### src/rtl/uart_tx_scheduler_if.sv
// uart_tx_scheduler_if: register bus between the TX scheduler and the UART.
interface uart_tx_scheduler_if;
   logic [31:0] uart_addr;
   logic [31:0] uart_wdata;
   logic        uart_select;
   logic        uart_write;
   logic [31:0] uart_rdata;
   modport master (output uart_addr, uart_wdata, uart_select, uart_write, input uart_rdata);
   modport slave (input uart_addr, uart_wdata, uart_select, uart_write, output uart_rdata);
endinterface

### src/rtl/uart_tx_scheduler.sv
// uart_tx_scheduler: arbitrates two byte senders onto an edge-selected UART register bus.
// Every state registers its bus/ack outputs, so each access appears one cycle after its state.
module uart_tx_scheduler #(
   parameter int POLL_LIMIT = 1024
) (
   input  logic                       clk,
   input  logic                       rst,
   input  logic [1:0]                 req,
   input  logic [7:0]                 req_data0,
   input  logic [7:0]                 req_data1,
   output logic [1:0]                 ack,
   output logic [1:0]                 err,
   input  logic                       cfg_rate_we,
   input  logic [31:0]                cfg_byte_rate,
   output logic                       busy,
   uart_tx_scheduler_if.master        uart
);
   localparam int PW = $clog2(POLL_LIMIT + 1);
   localparam logic [2:0] SETUP = 3'd0, FLAGS = 3'd1, TX_DATA = 3'd2, BYTE_RATE = 3'd4;
   typedef enum logic [3:0] {IDLE, WR_RATE, WR_DATA, GAP1, WR_SEND, GAP2, RD_FLAGS, WAIT_RD, CHK, WR_CLR, DONE} state_t;
   state_t        state;
   logic [31:0]   rate_val;
   logic          rate_pending;
   logic [7:0]    tx_byte;
   logic          g;
   logic          prio;
   logic          timeout;
   logic [PW-1:0] polls;
   logic          pick;
   assign pick = (req == 2'b11) ? prio : req[1];
   assign busy = state != IDLE;
   always_ff @(posedge clk or posedge rst)
      if (rst) begin
         state            <= IDLE;
         rate_val         <= '0;
         rate_pending     <= 1'b0;
         tx_byte          <= '0;
         g                <= 1'b0;
         prio             <= 1'b0;
         timeout          <= 1'b0;
         polls            <= '0;
         ack              <= '0;
         err              <= '0;
         uart.uart_select <= 1'b0;
         uart.uart_write  <= 1'b0;
         uart.uart_addr   <= '0;
         uart.uart_wdata  <= '0;
      end else begin
         uart.uart_select <= 1'b0;
         uart.uart_write  <= 1'b0;
         uart.uart_addr   <= '0;
         uart.uart_wdata  <= '0;
         ack              <= '0;
         err              <= '0;
         if (cfg_rate_we) begin
            rate_val     <= cfg_byte_rate;
            rate_pending <= 1'b1;
         end
         case (state)
            IDLE:
               if (rate_pending || cfg_rate_we) state <= WR_RATE;
               else if (|req) begin
                  g       <= pick;
                  prio    <= ~pick;
                  tx_byte <= pick ? req_data1 : req_data0;
                  polls   <= '0;
                  timeout <= 1'b0;
                  state   <= WR_DATA;
               end
            WR_RATE: begin
               // a strobe landing here keeps the flag set so the newer value is written next
               uart.uart_select <= 1'b1;
               uart.uart_write  <= 1'b1;
               uart.uart_addr   <= {29'b0, BYTE_RATE};
               uart.uart_wdata  <= rate_val;
               if (!cfg_rate_we) rate_pending <= 1'b0;
               state <= IDLE;
            end
            WR_DATA: begin
               uart.uart_select <= 1'b1;
               uart.uart_write  <= 1'b1;
               uart.uart_addr   <= {29'b0, TX_DATA};
               uart.uart_wdata  <= {24'b0, tx_byte};
               state <= GAP1;
            end
            GAP1: state <= WR_SEND;
            WR_SEND: begin
               uart.uart_select <= 1'b1;
               uart.uart_write  <= 1'b1;
               uart.uart_addr   <= {29'b0, SETUP};
               uart.uart_wdata  <= 32'd1;
               state <= GAP2;
            end
            GAP2: state <= RD_FLAGS;
            RD_FLAGS: begin
               uart.uart_select <= 1'b1;
               uart.uart_addr   <= {29'b0, FLAGS};
               polls <= polls + 1'b1;
               state <= WAIT_RD;
            end
            WAIT_RD: state <= CHK;
            CHK:
               if (uart.uart_rdata[0]) state <= WR_CLR;
               else if (polls < PW'(POLL_LIMIT)) state <= RD_FLAGS;
               else begin
                  timeout <= 1'b1;
                  state   <= WR_CLR;
               end
            WR_CLR: begin
               uart.uart_select <= 1'b1;
               uart.uart_write  <= 1'b1;
               uart.uart_addr   <= {29'b0, SETUP};
               state <= DONE;
            end
            DONE: begin
               ack   <= timeout ? 2'b00 : {g, ~g};
               err   <= timeout ? {g, ~g} : 2'b00;
               state <= IDLE;
            end
            default: state <= IDLE;
         endcase
      end
endmodule

### src/flat_wrapper.sv
// flat-port wrapper written by rule: the top's interface ports become plain ports
module uart_tx_scheduler_flat 
#(
   parameter int POLL_LIMIT = 1024
)
  (clk, rst, req, req_data0, req_data1, ack, err, cfg_rate_we, cfg_byte_rate, busy, uart_uart_addr, uart_uart_wdata, uart_uart_select, uart_uart_write, uart_uart_rdata);
  uart_tx_scheduler_if uart_i ();
  input  logic clk;
  input  logic rst;
  input  logic [1:0] req;
  input  logic [7:0] req_data0;
  input  logic [7:0] req_data1;
  output logic [1:0] ack;
  output logic [1:0] err;
  input  logic cfg_rate_we;
  input  logic [31:0] cfg_byte_rate;
  output logic busy;
  output wire logic [$bits(uart_i.uart_addr)-1:0] uart_uart_addr;
  output wire logic [$bits(uart_i.uart_wdata)-1:0] uart_uart_wdata;
  output wire logic [$bits(uart_i.uart_select)-1:0] uart_uart_select;
  output wire logic [$bits(uart_i.uart_write)-1:0] uart_uart_write;
  input wire logic [$bits(uart_i.uart_rdata)-1:0] uart_uart_rdata;
  assign uart_uart_addr = uart_i.uart_addr;
  assign uart_uart_wdata = uart_i.uart_wdata;
  assign uart_uart_select = uart_i.uart_select;
  assign uart_uart_write = uart_i.uart_write;
  assign uart_i.uart_rdata = uart_uart_rdata;
  uart_tx_scheduler #(.POLL_LIMIT(POLL_LIMIT)) u_core (.clk(clk), .rst(rst), .req(req), .req_data0(req_data0), .req_data1(req_data1), .ack(ack), .err(err), .cfg_rate_we(cfg_rate_we), .cfg_byte_rate(cfg_byte_rate), .busy(busy), .uart(uart_i));
endmodule
### config.mk
export PLATFORM = sky130hd
export DESIGN_NAME = uart_tx_scheduler_flat
export DESIGN_NICKNAME = d
export VERILOG_FILES = /design/src/rtl/uart_tx_scheduler_if.sv /design/src/rtl/uart_tx_scheduler.sv /design/src/flat_wrapper.sv
export SDC_FILE = /design/constraint.sdc
export NUM_CORES = 1
export LEC_CHECK = 0
export ABC_CLOCK_PERIOD_IN_PS = 3800
export BUFFER_PORTS_ARGS = -buffer_cell sky130_fd_sc_hd__buf_2
export CAP_MARGIN = 5
export CORE_MARGIN = 2
export CORE_UTILIZATION = 49
export DETAILED_ROUTE_END_ITERATION = 10
export PLACE_DENSITY = 0.81
export SLEW_MARGIN = 20
export SYNTH_ARGS = -nofsm -noshare
export SYNTH_HDL_FRONTEND = slang
export SYNTH_SLANG_ARGS = --single-unit
### constraint.sdc
create_clock -name clk -period 3.8 [get_ports clk]
set_input_delay 0.19 -clock clk [delete_from_list [all_inputs] [get_ports clk]]
set_output_delay 0.19 -clock clk [all_outputs]
set_load 0.01 [all_outputs]
Word level (Yosys, flattened, before mapping)
Index checks and enable logic that the tools add are counted.
{"block": "totals", "regBits": 100, "latch_bits": 0, "ram_bits": 0, "romBits": 0, "input_bits": 85, "wordCells": 72, "memories": 0}
{"block": "op_classes", "n_addsub": 1, "mul": 0, "div_mod_pow": 0, "n_lt_le_gt_ge": 1, "n_eq_ne": 16, "shifts": 0, "muxes": 26, "bitwise": 3, "reduce_logical": 11}
{"operator": "$pmux W32 S3", "n": 1}
{"operator": "$pmux W4 S9", "n": 1}
{"operator": "$mux W11", "n": 2}
{"operator": "$pmux W11 S2", "n": 1}
{"operator": "$eq A4 B3 Y1 const B", "n": 4}
{"operator": "$mux W4", "n": 4}
{"operator": "$eq A4 B4 Y1 const B", "n": 3}
{"operator": "$add A11 B1 Y11 const B", "n": 1}
{"operator": "$lt A11 B11 Y1 const B", "n": 1}
{"operator": "$mux W1", "n": 10}
{"operator": "$pmux W3 S3", "n": 1}
{"operator": "$eq A4 B2 Y1 const B", "n": 2}
{"operator": "$mux W2", "n": 4}
{"operator": "$mux W8", "n": 1}
{"operator": "$ne A2 B2 Y1 const B", "n": 3}
{"operator": "$reduce_and A3 Y1", "n": 2}
{"operator": "$reduce_and A5 Y1", "n": 1}
{"operator": "$reduce_or A5 Y1", "n": 1}
{"operator": "$eq A4 B1 Y1 const B", "n": 1}
{"operator": "$logic_not A4 Y1", "n": 1}
{"operator": "$reduce_bool A2 Y1", "n": 2}
{"operator": "$reduce_bool A4 Y1", "n": 1}
{"operator": "$reduce_or A4 Y1", "n": 1}
{"operator": "$ne A3 B1 Y1 const B", "n": 1}
{"operator": "6 further kinds", "n": 8}

Depth between registers and ports, before layout
Gate-level depths: netlist (run 1).
{"block": "depth", "word_depth": 4, "depth_mapped": 6, "mapped_depth_nobuf": 5}

Worst setup path after synthesis (run 1)
Ideal clock, no wire load.
{"block": "synth_timing", "kind": "reg-to-reg", "start": "register u_core.state[1]", "end": "register u_core.uart.uart_wdata[3]", "setup_ps": 67, "t_arrival_ps": 1337, "slack_ps": 2396, "stages_incl_launch_ff": 5, "n_path_buf": 2, "cell_sequence": "dfrtp_1 -> buf_4 -> nor4_4 -> buf_6 -> a22o_1"}
{"block": "synth_via", "elab_chain_cells": 2}
{"item": "start, declared", "line": "uart_tx_scheduler.sv:21", "rtl": "state_t state;"}
{"item": "start signal, assigned", "line": "uart_tx_scheduler.sv:34", "rtl": "state <= IDLE;"}
{"item": "start signal, assigned", "line": "uart_tx_scheduler.sv:61", "rtl": "if (rate_pending || cfg_rate_we) state <= WR_RATE;"}
{"item": "start signal, assigned", "line": "uart_tx_scheduler.sv:68", "rtl": "state <= WR_DATA;"}
{"item": "$eq A4 B3 Y1 (tied with other cells)", "line": "uart_tx_scheduler.sv:59", "rtl": "case (state)"}
{"item": "$pmux W32 S3 (*)", "line": "uart_tx_scheduler.sv:59"}
{"item": "end signal, assigned", "line": "uart_tx_scheduler.sv:75", "rtl": "uart.uart_wdata <= rate_val;"}
{"item": "end signal, assigned", "line": "uart_tx_scheduler.sv:83", "rtl": "uart.uart_wdata <= {24'b0, tx_byte};"}
{"item": "end, declared", "line": "uart_tx_scheduler_if.sv:8", "rtl": "modport master (output uart_addr, uart_wdata, uart_select, uart_write, input uart_rdata);"}
Mark *: on every way between the ends. The rest lies on a longest branch, timed or not.
A chain may end at the register's enable or synchronous reset.

Worst setup path in the final report (run 1)
{"block": "layout_timing", "start": "register u_core.state[1]", "end": "register u_core.timeout"}
{"block": "layout_via", "elab_chain_cells": 3}
{"item": "$eq A4 B4 Y1 or $logic_not A4 Y1 (tied branches)", "line": "uart_tx_scheduler.sv:59"}
{"item": "$ne A2 B2 Y1 (no source line) (tied with other cells)"}
{"item": "$reduce_and A5 Y1 (no source line)"}
{"item": "end signal, assigned", "line": "uart_tx_scheduler.sv:40", "rtl": "timeout <= 1'b0;"}
{"item": "end signal, assigned", "line": "uart_tx_scheduler.sv:67", "rtl": "timeout <= 1'b0;"}
{"item": "end signal, assigned", "line": "uart_tx_scheduler.sv:106", "rtl": "timeout <= 1'b1;"}
{"item": "end, declared", "line": "uart_tx_scheduler.sv:27", "rtl": "logic timeout;"}
Parallel ways exist; a longest one is shown, timed or not.

==> flow_summary.ini, run 1 <==
[detailed_routing]
wl_per_cell_um = 13.78
drt-initial-drc-count = 46
via_per_inst = 4.903
wirelength_um = 7356
drc_errors = 0
dr.pass1.iters = 4
vias = 2618
ant_nets = 0

[die]
die-area_mm2 = 0.009408
num_io_pins = 156
core_area_mm2 = 0.008299
die_h_um = 97.00
core.rowCount = 33
fp.dieW_um = 97.00
start_util_pct = 51.06

[power_and_ir_drop]
power.total_mw = 2.970
worst_ir_drop_vdd_v = 0.0003217
p_per_area_mw_per_mm2 = 616.5
p_leak_nw = 2.437

[final_layout]
fin_nets = 511
layout_common_cells = dfrtp_1 (100), buf_2 (95), mux2_2 (32)
layout_commonest_cell = dfrtp_1
fill_cells = 686
finalNonFillerCells = 534
layout-drive-gt1-share_pct = 38.69
area_growth_syn_to_layout_pct = 13.67
regArea_mm2 = 0.002502
diodes = 0
fin_area_mm2 = 0.004817
utilization_pct = 58.04
multi_input_area_mm2 = 0.001489

[sta]
worst_slew_pin_slew_ns = 0.8068
hold_viol = 0
layout_setup_ws_ns = 1.655
period_needed_ns = 2.145
fmax_mhz = 466.2
period_share_pct = 56.45
slew_headroom_pct = 46.21
setup_tns_ns = 0
rsz0062_at_grt = false
setup_viol = 0
maxSlewViolCount = 0
hold_slack_ns = 0.004047
finClkSkew_ns = 0.01126

[global_route]
grt_busiest_layer = met2
grt_pass1_vias = 2599
grt_pass1_wl_um = 12560
grtUsageTotal_pct = 16.39
use_met2_pct = 26.01
grt_use_met1_pct = 22.61
grt-ovfl-total = 0
met3_usage_pct = 3.251
grt_antenna_before_repair = 0
grt_max_degree = 68

[synthesis]
synthCells = 331
synthFlopType = dfrtp_1
syn_avg_cell_area_um2 = 12.80
synth_edf_count = 0
synth_area_mm2 = 0.004238
ys.warnings.count = 0
ys_ff_latch = 100
yosysSeqAreaShare_pct = 59.05
ys_async_sr_fraction_pct = 100.0
synth.distinct_cells = 43

[clock_network]
cts_tree = yes
cts_buffers = 9
clock_sinks = 100
cts_hold_buf = 0
root_buffer = clkbuf_8
clock_path_buffers = 2
post-cts-setup-buffer-count = 0
insertion_delay_ns = 0.35
path_clk_slew_ns = 0.09
cts_resized = 0
h-tree-depth = 3

[placement]
dp_cells = 519
place_ws_ns = 1.640
dpl_cell_area_mm2 = 0.004649
post-dp-hpwl_um = 5180
io_buffer_count = 95
place_congestion = 0.7866

[min_path]
hp-class = input port to asynchronous set/reset pin

[setup_path]
cp-start-kind = flop
crit_path_max_fanout = 22
crit_arrival_ns = 2.38
worstPathRequired_ns = 4.03
critPathKind = flop to flop
cp-end-kind = flop

[status]
status = finished, final reports clean

[flow_run]
max_cap_viol_count = 0
-- cell families (layout without fill, tap and decap cells) --
kind of cell / after synthesis / in the layout / share of synthesized area, %
muxes: 41 / 41 / 10.63
DFF: 100 / 100 / 59.05
adders and majority gates: 1 / 1 / 0.2952
buffers and inverters: 50 / 120 / 8.296
AOI/OAI and AO/OA: 35 / 35 / 5.580
xor gates and xnor gates: 8 / 8 / 1.653
and+or+nand+nor: 95 / 95 / 14.41
other: 1 / 29 / 0.08849
-- state kept, by name (all words and copies together) (netlist names), 2 cells and up --
name                    count
u_core.uart.uart_addr       3
u_core.polls               11
u_core.rate_val            32
u_core.uart.uart_wdata     32
u_core.tx_byte              8
u_core.state                4
u_core.err                  2
u_core.ack                  2
-- report_power, final --
group          internal [mW]  total [mW]  switching (mW)
combinational          0.372       0.816           0.444
sequential              1.33        1.56           0.231
clock                  0.252       0.592           0.340
-- Yosys cell counts, drive strengths merged (2+ instances only) --
| cell type | n | area share, % |
|---|---|---|
| nand2 | 16 | 1.4 |
| inv | 7 | 0.62 |
| nor2 | 17 | 1.7 |
| buf | 42 | 7.6 |
| o21ai | 17 | 2.1 |
| nor3 | 5 | 1.1 |
| a22o | 7 | 1.4 |
| a2111oi | 2 | 0.71 |
| and2 | 25 | 3.7 |
| mux2i | 9 | 2.1 |
| mux2 | 32 | 8.5 |
| dfrtp | 100 | 59 |
| nor4 | 6 | 2.3 |
| nand4 | 6 | 1.0 |
| nand2b | 3 | 0.44 |
| and3 | 2 | 0.30 |
| nand3 | 6 | 0.71 |
| xnor2 | 7 | 1.4 |
| nor2b | 4 | 0.59 |
| a21oi | 5 | 0.59 |
-- routing by layer --
layer  vias up  wire, um
met1      1271      3406
met4         0        93
met2        87      3453
li1       1251         -
met5         -         0
met3         9       403
-- final cells by class --
class	count	area share (%)
clock inverter	4	0.5455
sequential	100	51.95
inverter	7	0.5974
multi-input combinational	209	30.91
tap	105	2.727
timing repair buffer	98	10.34
clock buffer	11	2.935
-- worst max-delay path, cell delays in order, from the launching register on --
cell      delay (ns)
dfrtp_1         0.57
nor4_4          0.43
nand3b_1        0.60
a32o_1          0.44
-- path summary, 6_finish.rpt --
kind / from / end / cells past startpoint / slack [ns]
setup / recovery: u_core.state[1] / u_core.timeout / 3 / 1.66
hold / removal: rst / u_core.uart.uart_wdata[25] / 2 / 0.004
setup reg to reg: u_core.state[1] / u_core.timeout / 3 / 1.66
hold reg to reg: u_core.rate_val[9] / u_core.uart.uart_wdata[9] / 1 / 0.48
max in group asynchronous: rst / u_core.state[0] / 3 / 2.84
min in group clk: cfg_byte_rate[29] / u_core.rate_val[29] / 2 / 0.07
Note: power is estimated with default switching activity, not from simulation.
==> inputs of run 2 (changes only) <==
ABC_AREA = 1   (was not set)
ABC_CLOCK_PERIOD_IN_PS = 2200   (was 3800)
clock period = 2.2 ns   (was 3.8 ns; I/O delays follow)
==> run 2 against run 1 <==
  * Clock-buffer cell count down 2
  * Critical path type unchanged
  * Via count up 29%
  * Wire length up 24%
  * Non-clock buffer count up 33
  * Maximum frequency up 29%
  * Sequential power up 65%
  * Critical endpoint is now u_core.uart.uart_wdata[5]
  * Design area up 9.4%
  * Core utilization up 3.3 points
  * Register-to-register slack worse by 1.1 ns
  * Global-route usage up 3.8 points
==> flow_summary.ini, run 2 <==
[status]
status = finished, final reports clean

[final_layout]
utilization_pct = 61.34
area_growth_syn_to_layout_pct = 22.72
reg.largest.list = u_core.rate_val (32), u_core.uart.uart_wdata (32), u_core.polls (11)
fin_nets = 693
layout_common_cells = nand2_1 (129), dfrtp_1 (100), buf_2 (95)
layout_commonest_cell = nand2_1
finalNonFillerCells = 720
diodes = 0
fill_cells = 688
layout-drive-gt1-share_pct = 21.90

[synthesis]
yosysMostFrequentCell = nand2_1
synth.top_cell.area_share_pct = 58.26
synthCells = 480
synth_edf_count = 0
synthFlopType = dfrtp_1
synth_area_mm2 = 0.004295
synthTopCellsByCount = nand2_1 (129), dfrtp_1 (100), inv_1 (58), o21ai_0 (43), nor2_1 (38)
ys_ff_latch = 100
ys_async_sr_fraction_pct = 100.0
yosys-top-cells-area = dfrtp_1 (58%), nand2_1 (11%), buf_4 (5.4%)
ys.warnings.count = 0
syn_avg_cell_area_um2 = 8.949
yosysSeqAreaShare_pct = 58.26
synth.largest_area_cell = dfrtp_1
synth.distinct_cells = 28

[detailed_routing]
vias = 3369
dr.pass1.iters = 4
via_per_inst = 4.679
ant_nets = 0
drt-initial-drc-count = 150
wirelength_um = 9149
wl_per_cell_um = 12.71
drc_errors = 0

[die]
core.rowCount = 34
num_io_pins = 156
start_util_pct = 49.99
core_area_mm2 = 0.008593
die_h_um = 97.63
die-area_mm2 = 0.009531
fp.dieW_um = 97.63

[global_route]
grt_busiest_layer = met2
use_met2_pct = 34.06
grt_max_degree = 66
grt_use_met1_pct = 26.94
met3_usage_pct = 4.460
grt_pass1_vias = 3282
grt-ovfl-total = 0
grt_antenna_before_repair = 0
grtUsageTotal_pct = 20.19
grt_pass1_wl_um = 15560

[sta]
rsz0062_at_grt = false
fmax_mhz = 601.8
period_needed_ns = 1.662
slew_headroom_pct = 52.88
worst_slew_pin_slew_ns = 0.7043
finClkSkew_ns = 0.01802
setup_tns_ns = 0
maxSlewViolCount = 0
hold_viol = 0
setup_viol = 0
period_share_pct = 75.54

[clock_network]
cts_tree = yes
clock_path_buffers = 2
clock_sinks = 100
root_buffer = clkbuf_8
cts_resized = 0
cts_buffers = 9
h-tree-depth = 3
post-cts-setup-buffer-count = 0
path_clk_slew_ns = 0.10
insertion_delay_ns = 0.37
cts_hold_buf = 32

[setup_path]
crit_path_max_fanout = 36
cp_slowest_stage_delay_ns = 0.53
cp-start-kind = flop
path_cells = nand2_1, inv_2, nand2_2, o21ai_0
critPathKind = flop to flop
worstPathRequired_ns = 2.45
slowest_stage = dfrtp_1
crit_arrival_ns = 1.92
cp-end-kind = flop

[power_and_ir_drop]
power.total_mw = 5.291
p_leak_nw = 2.901
worst_ir_drop_vdd_v = 0.0005977
p_per_area_mw_per_mm2 = 1004

[placement]
place_congestion = 0.8309
post-dp-hpwl_um = 6087
io_buffer_count = 95
dp_cells = 672

[flow_run]
max_cap_viol_count = 0

[min_path]
hp-class = input port to flop
run 2: area by class of cell:
| class | count | area [um^2] | area share [%] |
|---|---|---|---|
| multi-input cells | 304 | 1365 | 25.90 |
| inverters | 61 | 232.7 | 4.415 |
| repair buffers | 131 | 838.3 | 15.90 |
| clock inverters | 7 | 73.82 | 1.400 |
| flip-flops and latches | 100 | 2502 | 47.47 |
| well taps | 108 | 135.1 | 2.563 |
| clock buffers | 9 | 123.9 | 2.350 |
run 2: path summary, 6_finish.rpt:
check                                  startpoint                          to  slack (ns)  cells after the start
min in group asynchronous                     rst  u_core.uart.uart_wdata[13]        0.31                      3
worst min register to register     u_core.timeout               u_core.ack[1]        0.47                      1
worst max-delay path              u_core.state[0]   u_core.uart.uart_wdata[5]        0.54                      4
max in group asynchronous                     rst   u_core.uart.uart_wdata[5]        1.24                      4
worst max register to register    u_core.state[0]   u_core.uart.uart_wdata[5]        0.54                      4
worst min-delay path            cfg_byte_rate[25]         u_core.rate_val[25]        0.02                      3
run 2: through the flow:
step           instance area [um^2]  setup slack, ns  hold slack [ns]
4_1_cts                        5271           0.6215          0.01145
3_3_place_gp                   4753           0.7140           0.1394
6_report                       5271           0.5382          0.02414
2_1_floorplan                  4404           0.9004           0.2268
3_5_place_dp                   4753           0.6356           0.1506
5_1_grt                        5271           0.3743          0.03579
run 2: logic make-up (layout without fill, tap and decap cells):
group / count (synthesis) / count (layout) / synth area share [%]
DFF: 100 / 100 / 58.26
adders and majority gates: 1 / 1 / 0.2912
buffers and inverters: 104 / 208 / 12.41
and+or+nand+nor: 217 / 217 / 21.93
AOI/OAI and AO/OA: 57 / 57 / 7.020
other: 1 / 29 / 0.08730
run 2: worst max-delay path, delay by kind of cell (launching register included):
family,cells,cell delay (ns)
buffers and inverters,1,0.10
DFF,1,0.53
AOI/OAI and AO/OA,1,0.39
and+or+nand+nor,2,0.55
run 2: power by group:
part	leakage [nW]	switching, mW	internal (mW)
Sequential	1.29	0.287	2.30
Combinational	1.51	1.00	0.555
Clock	0.102	0.695	0.453
run 2: routing by layer:
metal | part of all wire [%] | routed length (um)
met3 | 5.9 | 541
met5 | 0 | 0
met4 | 0.60 | 55
met1 | 45 | 4106
met2 | 49 | 4446
